<file path="src/rtl/cover_toggle_collector.sv">
// Toggle-cover collector: sticky hit bitmap plus a valid/ready stream that
// reports each cover point's first hit as a 64-bit global cover index.
module cover_toggle_collector #(
    parameter int unsigned     WIDTH       = 23,
    parameter longint unsigned COVER_INDEX = 64'd0,
    parameter longint unsigned COVER_TOTAL = 64'd38253
) (
    input  logic                         clock,
    input  logic                         reset,
    input  logic [WIDTH-1:0]             valid,
    input  logic                         clear,
    output logic                         out_valid,
    input  logic                         out_ready,
    output logic [63:0]                  out_index,
    output logic [WIDTH-1:0]             hit_map,
    output logic [$clog2(WIDTH+1)-1:0]   covered_count,
    output logic                         all_covered
);

    localparam int unsigned CW = $clog2(WIDTH + 1);
    localparam int unsigned IW = (WIDTH > 1) ? $clog2(WIDTH) : 1;

    if (COVER_INDEX + 64'(WIDTH) - 64'd1 >= COVER_TOTAL) begin : g_bounds_check
        $error("cover_toggle_collector: COVER_INDEX+WIDTH-1 exceeds COVER_TOTAL");
    end

    function automatic logic [CW-1:0] popcount(input logic [WIDTH-1:0] v);
        logic [CW-1:0] n;
        n = '0;
        for (int unsigned i = 0; i < WIDTH; i++) begin
            n = n + CW'(v[i]);
        end
        return n;
    endfunction

    function automatic logic [IW-1:0] lowest_set(input logic [WIDTH-1:0] v);
        logic [IW-1:0] p;
        p = '0;
        for (int unsigned i = WIDTH; i > 0; i--) begin
            if (v[i-1]) begin
                p = IW'(i - 1);
            end
        end
        return p;
    endfunction

    logic [WIDTH-1:0] hit_map_q,   hit_map_d;
    logic [WIDTH-1:0] pending_q,   pending_d;
    logic [CW-1:0]    count_q,     count_d;
    logic             all_q,       all_d;
    logic             out_valid_q, out_valid_d;
    logic [63:0]      out_index_q, out_index_d;

    logic [WIDTH-1:0] new_hits;
    logic [WIDTH-1:0] sel_mask;
    logic [IW-1:0]    sel;
    logic             load;
    logic             any_pending;

    always_comb begin
        new_hits    = valid & ~hit_map_q;
        load        = !out_valid_q || out_ready;
        any_pending = |pending_q;
        sel         = lowest_set(pending_q);
        sel_mask    = '0;
        if (load && any_pending) begin
            sel_mask = WIDTH'(1'b1) << sel;
        end

        // Selection uses registered pending only, so a fresh hit reaches the
        // stream one edge after capture; it can never collide with sel_mask.
        hit_map_d   = hit_map_q | valid;
        pending_d   = (pending_q & ~sel_mask) | new_hits;
        count_d     = count_q + popcount(new_hits);
        all_d       = (count_d == CW'(WIDTH));

        out_valid_d = out_valid_q;
        out_index_d = out_index_q;
        if (load) begin
            out_valid_d = any_pending;
            if (any_pending) begin
                out_index_d = COVER_INDEX + 64'(sel);
            end
        end
    end

    always_ff @(posedge clock) begin
        if (reset || clear) begin
            hit_map_q   <= '0;
            pending_q   <= '0;
            count_q     <= '0;
            all_q       <= 1'b0;
            out_valid_q <= 1'b0;
            out_index_q <= '0;
        end else begin
            hit_map_q   <= hit_map_d;
            pending_q   <= pending_d;
            count_q     <= count_d;
            all_q       <= all_d;
            out_valid_q <= out_valid_d;
            out_index_q <= out_index_d;
        end
    end

    assign out_valid     = out_valid_q;
    assign out_index     = out_index_q;
    assign hit_map       = hit_map_q;
    assign covered_count = count_q;
    assign all_covered   = all_q;

endmodule

</file>
<file path="config.mk">
export PLATFORM = sky130hd
export DESIGN_NAME = cover_toggle_collector
export DESIGN_NICKNAME = d
export VERILOG_FILES = /design/src/rtl/cover_toggle_collector.sv
export SDC_FILE = /design/constraint.sdc
export NUM_CORES = 1
export LEC_CHECK = 0
export ABC_AREA = 1
export BUFFER_PORTS_ARGS = -buffer_cell sky130_fd_sc_hd__buf_2
export CORE_ASPECT_RATIO = 1.25
export CORE_MARGIN = 2
export CORE_UTILIZATION = 40
export DETAILED_ROUTE_END_ITERATION = 10
export PLACE_DENSITY = 0.66
export SETUP_SLACK_MARGIN = 0.15
export SLEW_MARGIN = 10
export SYNTH_ARGS = -nofsm -noshare
export SYNTH_HDL_FRONTEND = slang
export SYNTH_SLANG_ARGS = --single-unit
</file>
<file path="constraint.sdc">
create_clock -name clock -period 8.19 [get_ports clock]
set_clock_uncertainty 0.2 [all_clocks]
set_input_delay 1.638 -clock clock [delete_from_list [all_inputs] [get_ports clock]]
set_output_delay 1.638 -clock clock [all_outputs]
set_load 0.02 [all_outputs]
</file>
Word level (Yosys, flattened, before mapping):

Index checks and enable logic that the tools add are counted.

* bits in registers: 58
* input bits: 27
* output and inout bits: 94
* logic and storage cells: 67

* add/sub/neg operators: 23
* equality and inequality tests: 1
* shifts and indexed selects: 1
* mux-type cells: 24
* bitwise logic cells: 6
* reduce and logical (&&, ||, !) cells: 6

Operators by type and width (number)
* $mux W5: 23
* $add A5 B1 Y5: 18
* $and A23 B23 Y23: 2
* $not A23 Y23: 2
* $or A23 B23 Y23: 2
* $mux W23: 1
* $reduce_or A23 Y1: 1
* $shl A1 B5 Y23 const A: 1
* $add A4 B1 Y5: 1
* $add A5 B5 Y5: 1
* $eq A5 B5 Y1 const B: 1
* $add A3 B1 Y4: 1
* $add A2 B1 Y3: 1
* $add A1 B1 Y2: 1
* $logic_or A1 B1 Y1: 2
* $reduce_and A2 Y1: 1
* $logic_and A1 B1 Y1: 1
* $logic_not A1 Y1: 1

Depth between registers and ports, before layout:

Gate-level depths: netlist (run 1).

* word-level depth: 28
* gate-level depth with buffers: 26
* mapped depth without buffers: 26

Worst setup path after synthesis (run 1):

No wires, ideal clock.

* path kind: input to register
* from: input port valid[14]
* to: register all_q (netlist: all_covered)
* setup time: 92 ps
* data arrival time: 5659 ps
* required time: 7898 ps
* path slack: 2239 ps
* stages: 19
* buffers on the path: 0
* cell sequence: nand2_1 -> fa_1 -> inv_1 -> fa_1 -> inv_1 -> fa_1 -> fa_1 -> fa_1 -> inv_1 -> ha_1 -> fa_1 -> a21oi_1 -> nor2_1 -> nor2_1 -> xor2_1 -> nand2_1 -> inv_1 -> nand2_1 -> nor4_1

* word-level cells in the longest chain between the ends: 12

Ends and longest elaborated chain
* start: declaration: RTL line 10 `input logic [WIDTH-1:0] valid,`
* $and A23 B23 Y23: RTL line 61 `new_hits = valid & ~hit_map_q;`
* $add A5 B1 Y5 (9 in series): RTL line 31 `n = n + CW'(v[i]);`
* $add A5 B5 Y5: RTL line 74 `count_d = count_q + popcount(new_hits);`
* $eq A5 B5 Y1: RTL line 75 `all_d = (count_d == CW'(WIDTH));`
* end signal: assignment: RTL line 99 `all_q <= all_d;`
* end: declaration: RTL line 50 `logic all_q, all_d;`

Every way passes these cells.
A chain may end at the register's enable or synchronous reset.

Worst setup path in the final report (run 1):

Ends and elaborated chain as after synthesis.

==> run_results.csv, run 1 <==
group,metric,value,unit
clocking,htreeDepth,3,
global_routing,grt_usage,16.1,%
synth,synth_most_common_cell,"inv_1",
detailed_routing,antenna_left,0,
critical_path,arrival,5.94,ns
critical_path,r2r-end,"all_covered",
die,fp.dieH,108,um
synth,synth_cell_types,27,
sta,relSlewSlack,37.7,%
clocking,post_cts_buffers,0,
detailed_routing,dr.first_iter.drc_count,132,
finish,n_antenna_cell,0,
global_routing,antenna_found_initial,0,
finish,fin_util,45.7,%
critical_path,r2r-start,"hit_map[14]",
pwr,power_density,300,nW/um2
die,die_area,9350,um2
clocking,cts-resized-gates,0,
critical_path,crit_slowest_cell,"fa_1",
die,die_w,86.9,um
detailed_routing,drc,0,
synth,synth-edff-count,0,
synth,yosys.area.top_type_share,33.8,%
detailed_routing,viasPerCell,4.42,
synth,synthTopCellsByCount,"inv_1, nor2_1, buf_4",
sta,period_needed,5.89,ns
clocking,cts_hold_buf,0,
sta,slew_viol_final,0,
synth,syn_area_per_cell,7.55,um2
critical_path,crit_type,"in2reg",
sta,hold_viol,0,
sta,rsz0062_at_grt,"false",
clocking,clk_path_buf_depth,2,
worst_hold_path,min-delay-start,"out_index[4]",
worst_hold_path,min_path_type,"reg2reg",
sta,setup_viol,0,
detailed_routing,dr_total_vias,2747,
clocking,clk_latency,0.33,ns
pwr,leakagePower,2.04,nW
sta,fmax,0.170,GHz
die,initial_utilization,41.5,%
place,place_area,3620,um2
place,gp_congestion,0.842,
place,place_hpwl,5770,um
clocking,cts_made_buffers,9,
job,cap_violations,0,
critical_path,rrSetupSlack,3.33,ns
clocking,clkTransAtPathRegs,0.06,ns
finish,nFillCells,823,
critical_path,required,8.23,ns
die,core_area,8290,um2
critical_path,crit_path_end_kind,"flop",
global_routing,grt_pass1_wl,11600,um
finish,drive_gt1_share,16.2,%
clocking,cts_num_sinks,58,
sta,setup_slack,2.30,ns
status,status,"completed",
synth,synth_top_area_cell,"dfxtp_1",
finish,post-route-cell-area,3790,um2
synth,synthCells,455,
critical_path,startpoint_type,"primary input",
critical_path,crit_chain,"buf_2 -> nand2_1 -> fa_1 -> inv_1 -> fa_1 -> inv_1 -> fa_1 -> fa_1 -> fa_1 -> inv_1 -> ha_1 -> fa_1 -> a21oi_1 -> nor2_1 -> nor2_1 -> xor2_1 -> nand2_1 -> inv_1 -> nand2_1 -> nor4_1",
synth,async_flop_share,0,%
synth,syn-cell-area,3440,um2
pwr,power,1.14,mW
detailed_routing,detail_route.wl_per_cell,11.6,um
die,row_count,37,
critical_path,worst_path_largest_cell_delay,0.55,ns
clocking,cts_tree,"yes",
sta,period_share,72.0,%
detailed_routing,wirelength,7210,um
critical_path,reg2regPathDepth,20,
synth,synth-seq-cells,58,
synth,ys.flop_type,"dfxtp_1",
worst_hold_path,holdPathEnd,"out_index[4]",
sta,worst_pin_slew,0.934,ns
synth,synth_area_leaders,"dfxtp_1, buf_4, fa_1",
global_routing,grt-ovfl-total,0,
place,dp_slack,1.91,ns
global_routing,grt_max_degree,54,
pwr,ir_drop,0.286,mV
place,port_buffers,61,
finish,area_growth,10.3,%
global_routing,grt_pass1_vias,2562,
critical_path,cpMostUsedCell,"fa_1",
worst_hold_path,hold_depth,2,
finish,fin_nets,575,
synth,yosysWarnings,0,
die,io_pins,121,
sta,tns,0,ns
synth,yosysSeqAreaShare,33.8,%
critical_path,critical_path.max_fanout,2,
detailed_routing,dr.pass1.iters,4,
clocking,cts-root-buf,"clkbuf_8",
worst max-delay path: cells and delay by family:
family | cells | cell delay, ns
adder cells (fa/ha/maj) | 7 | 3.17
AND/OR/NAND/NOR | 6 | 0.51
buffers and inverters | 5 | 0.30
AO/OA/AOI/OAI | 1 | 0.16
XOR/XNOR | 1 | 0.15
layout by cell type, fill, tap and decap left out, drive strengths merged:
master,netlist,layout
a21oi,32,32
buf,59,61
clkbuf,5,12
clkinv,0,3
conb,1,59
dfxtp,58,58
fa,18,18
ha,9,9
inv,87,87
nand2,59,59
nand3,13,13
nand4,3,3
nor2,74,74
nor3,2,2
nor3b,1,1
nor4,3,3
o21ai,20,20
o21bai,5,5
o31ai,1,1
xnor2,2,2
xor2,3,3
how the worst max path moves through the flow:
stage              start     endpoint  cells past startpoint
2_1_floorplan  valid[14]  all_covered                     19
3_5_place_dp   valid[14]  all_covered                     20
6_report       valid[14]  all_covered                     20
3_3_place_gp   valid[20]  all_covered                     20
5_1_grt        valid[20]  all_covered                     20
4_1_cts        valid[20]  all_covered                     20
sequential cells by signal, indices dropped and copies added (netlist names):
signal and flops:
out_valid 1, out_index 5, all_covered 1, hit_map 23, covered_count 5, pending_q 23
per-layer routing:
metal  track usage, %  share of wire, %
met5                0                 0
met4             8.15               2.9
met3             3.60               6.6
met2             27.9                51
met1             18.2                40
cell families (layout without fill, tap and decap cells):
group                      Yosys count  count (layout)  synth area share, %
xor gates and xnor gates             5               5                 1.27
AOI/OAI and AO/OA                   58              58                 9.00
buffers and inverters              151             163                 22.9
DFF                                 58              58                 33.8
adders and majority gates           27              27                 13.8
and+or+nand+nor                    155             155                 19.1
other                                1              59                0.109
per-stage QoR:
stage	std cells	hold WS (ns)
after floorplan	513	0.253
after global placement	607	0.249
after detailed placement	607	0.253
after CTS	622	0.263
after global routing	622	0.288
final	622	0.259
area by class of cell:
type	instances	area (um2)	area share (%)
Clock buffer	12	155	4.10
Timing Repair Buffer	61	305	8.06
Clock inverter	3	15.0	0.396
Multi-Input combinational cell	304	1700	45.0
Tap cell	97	121	3.20
Inverter	87	327	8.62
Sequential cell	58	1160	30.6
where the power goes:
| part | switching, mW | total [mW] | internal (mW) | leakage, nW |
|---|---|---|---|---|
| Clock | 0.110 | 0.233 | 0.123 | 0.0920 |
| Sequential | 0.0138 | 0.319 | 0.305 | 0.476 |
| Combinational | 0.364 | 0.583 | 0.220 | 1.47 |
| Total | 0.487 | 1.14 | 0.648 | 2.04 |
No activity file was read; power rests on OpenSTA's default activity.
==> run 2: changes to the inputs <==
Clock period 8.19 ns to 5.65 ns, I/O delays scaled along.
==> run 2 against run 1 <==
Register-to-register slack got worse by 2.5 ns. Worst hold slack improved by 0.0014 ns. Routed wire length rose by 3.3%. Die area did not move. Power rose by 57%. Final area rose by 2.3%. Sequential power rose by 45%. Non-clock buffer count rose by 3. Via count rose by 1.6%. Global-route usage rose by 0.67 points. Critical path type unchanged. Critical endpoint unchanged. Largest power group unchanged.
==> run_results.csv, run 2 (synthesis results as in run 1) <==
group,metric,value,unit
pwr,sequentialPowerShare,26.0,%
critical_path,required,5.69,ns
critical_path,crit_path_end_kind,"flop",
clocking,post_cts_buffers,0,
finish,fin_nets,578,
detailed_routing,wirelength,7450,um
critical_path,reg2regPathDepth,20,
detailed_routing,dr.pass1.iters,5,
finish,multi_input_area,1750,um2
pwr,switchingPower,771,uW
sta,relSlewSlack,38.0,%
worst_hold_path,holdPathEnd,"out_index[3]",
place,port_buffers,61,
global_routing,grt_max_degree,54,
place,gp_congestion,0.846,
clocking,clk_path_buf_depth,2,
finish,drive_gt1_share,19.7,%
global_routing,grt-ovfl-total,0,
critical_path,crit_type,"in2reg",
die,row_count,37,
clocking,cts_made_buffers,9,
detailed_routing,antenna_left,0,
worst_hold_path,hold_depth,2,
clocking,clkTransAtPathRegs,0.06,ns
sta,hold_viol,0,
global_routing,grt_usage,16.8,%
pwr,ir_drop,0.498,mV
sta,worst_pin_slew,0.929,ns
critical_path,startpoint_type,"primary input",
clocking,cts_num_sinks,58,
finish,fin_util,46.8,%
sta,period_share,94.7,%
job,cap_violations,0,
clocking,cts_tree,"yes",
status,status,"completed",
sta,slew_viol_final,0,
pwr,power.combinational.fraction,53.7,%
detailed_routing,viasPerCell,4.47,
worst_hold_path,min-delay-start,"out_index[3]",
global_routing,antenna_found_initial,0,
die,io_pins,121,
worst_hold_path,min_path_type,"reg2reg",
finish,final_cell_mix,"inv_1, nor2_1, buf_2",
pwr,p_sw_share,43.3,%
pwr,leakagePower,2.06,nW
detailed_routing,dr.first_iter.drc_count,139,
die,fp.dieH,108,um
sta,rsz0062_at_grt,"true",
clocking,clk_latency,0.33,ns
detailed_routing,drc,0,
die,core_area,8290,um2
pwr,p_int,1.01,mW
die,initial_utilization,41.5,%
sta,finalHoldWorstSlack,0.260,ns
critical_path,r2r-start,"hit_map[16]",
critical_path,r2r-end,"all_covered",
place,place_hpwl,5920,um
pwr,clkPwrFrac,20.3,%
sta,period_needed,5.35,ns
finish,nFillCells,816,
die,die_w,86.9,um
finish,area_growth,12.8,%
finish,n_antenna_cell,0,
finish,regArea,1160,um2
die,die_area,9350,um2
clocking,cts-root-buf,"clkbuf_8",
pwr,power,1.78,mW
critical_path,critical_path.max_fanout,2,
sta,fmax,0.187,GHz
sta,setup_viol,0,
detailed_routing,dr_total_vias,2792,
critical_path,arrival,5.39,ns
critical_path,rrSetupSlack,0.80,ns
detailed_routing,detail_route.wl_per_cell,11.9,um
clocking,htreeDepth,3,
global_routing,grt_pass1_vias,2629,
finish,final_common_cell,"inv_1",
pwr,power_density,460,nW/um2
global_routing,grt_pass1_wl,12000,um
## run 2: worst max-delay path by stage
| stage | slack [ns] | from | cells past startpoint | endpoint |
|---|---|---|---|---|
| 2_1_floorplan | 0.21 | valid[14] | 19 | all_covered |
| 5_1_grt | 0.09 | valid[8] | 18 | all_covered |
| 3_3_place_gp | -0.03 | valid[20] | 20 | all_covered |
| 4_1_cts | 0.19 | valid[20] | 20 | all_covered |
| 3_5_place_dp | -0.11 | valid[20] | 20 | all_covered |
| 6_report | 0.30 | valid[4] | 18 | all_covered |
## run 2: layout make-up
type / count / share of cell area [%]
clock inverters: 2 / 0.258
multi-input cells: 304 / 45.1
clock buffers: 13 / 4.62
well taps: 97 / 3.13
flip-flops and latches: 58 / 30.0
repair buffers: 64 / 8.52
inverters: 87 / 8.43
## run 2: per-layer routing
metal  global-route usage (%)  part of all wire [%]  up-vias
li1                         -                     -     1398
met1                     18.7                    39     1274
met2                     30.2                    53      105
met3                     3.37                   5.5       15
met4                     7.48                   2.9        0
met5                        0                     0        -
## run 2: timing repair
action	in CTS	in global routing
hold buffers	0	0
resized for setup	0	17
setup endpoints to repair	0	1
## run 2: power by group through the flow
stage          clock, mW  combinational (mW)  sequential (mW)
2_1_floorplan          0               0.661            0.495
3_3_place_gp           0               0.856            0.471
3_5_place_dp           0               0.871            0.471
4_1_cts            0.369               0.880            0.463
5_1_grt            0.389                1.12            0.466
6_report           0.361               0.957            0.463
## run 2: through the flow
step	std cells	setup WS [ns]	TNS (ns)	area (um2)
floorplan	513	0.207	0	3650
global placement	610	-0.0263	-0.0263	3640
detailed placement	610	-0.106	-0.106	3640
CTS	625	0.193	0	3830
global route	625	0.0854	0	3870
finish	625	0.300	0	3870
## run 2: worst max-delay path, stage by stage
cell	delay, ns
buf_2	0.10
nand2_1	0.12
fa_2	0.49
fa_1	0.52
fa_1	0.52
fa_1	0.51
fa_1	0.53
inv_1	0.05
ha_2	0.17
fa_2	0.35
a21oi_2	0.13
nor2_1	0.04
nor2_1	0.12
xor2_1	0.15
nand2_1	0.08
inv_2	0.07
nand2_2	0.05
nor4_2	0.25
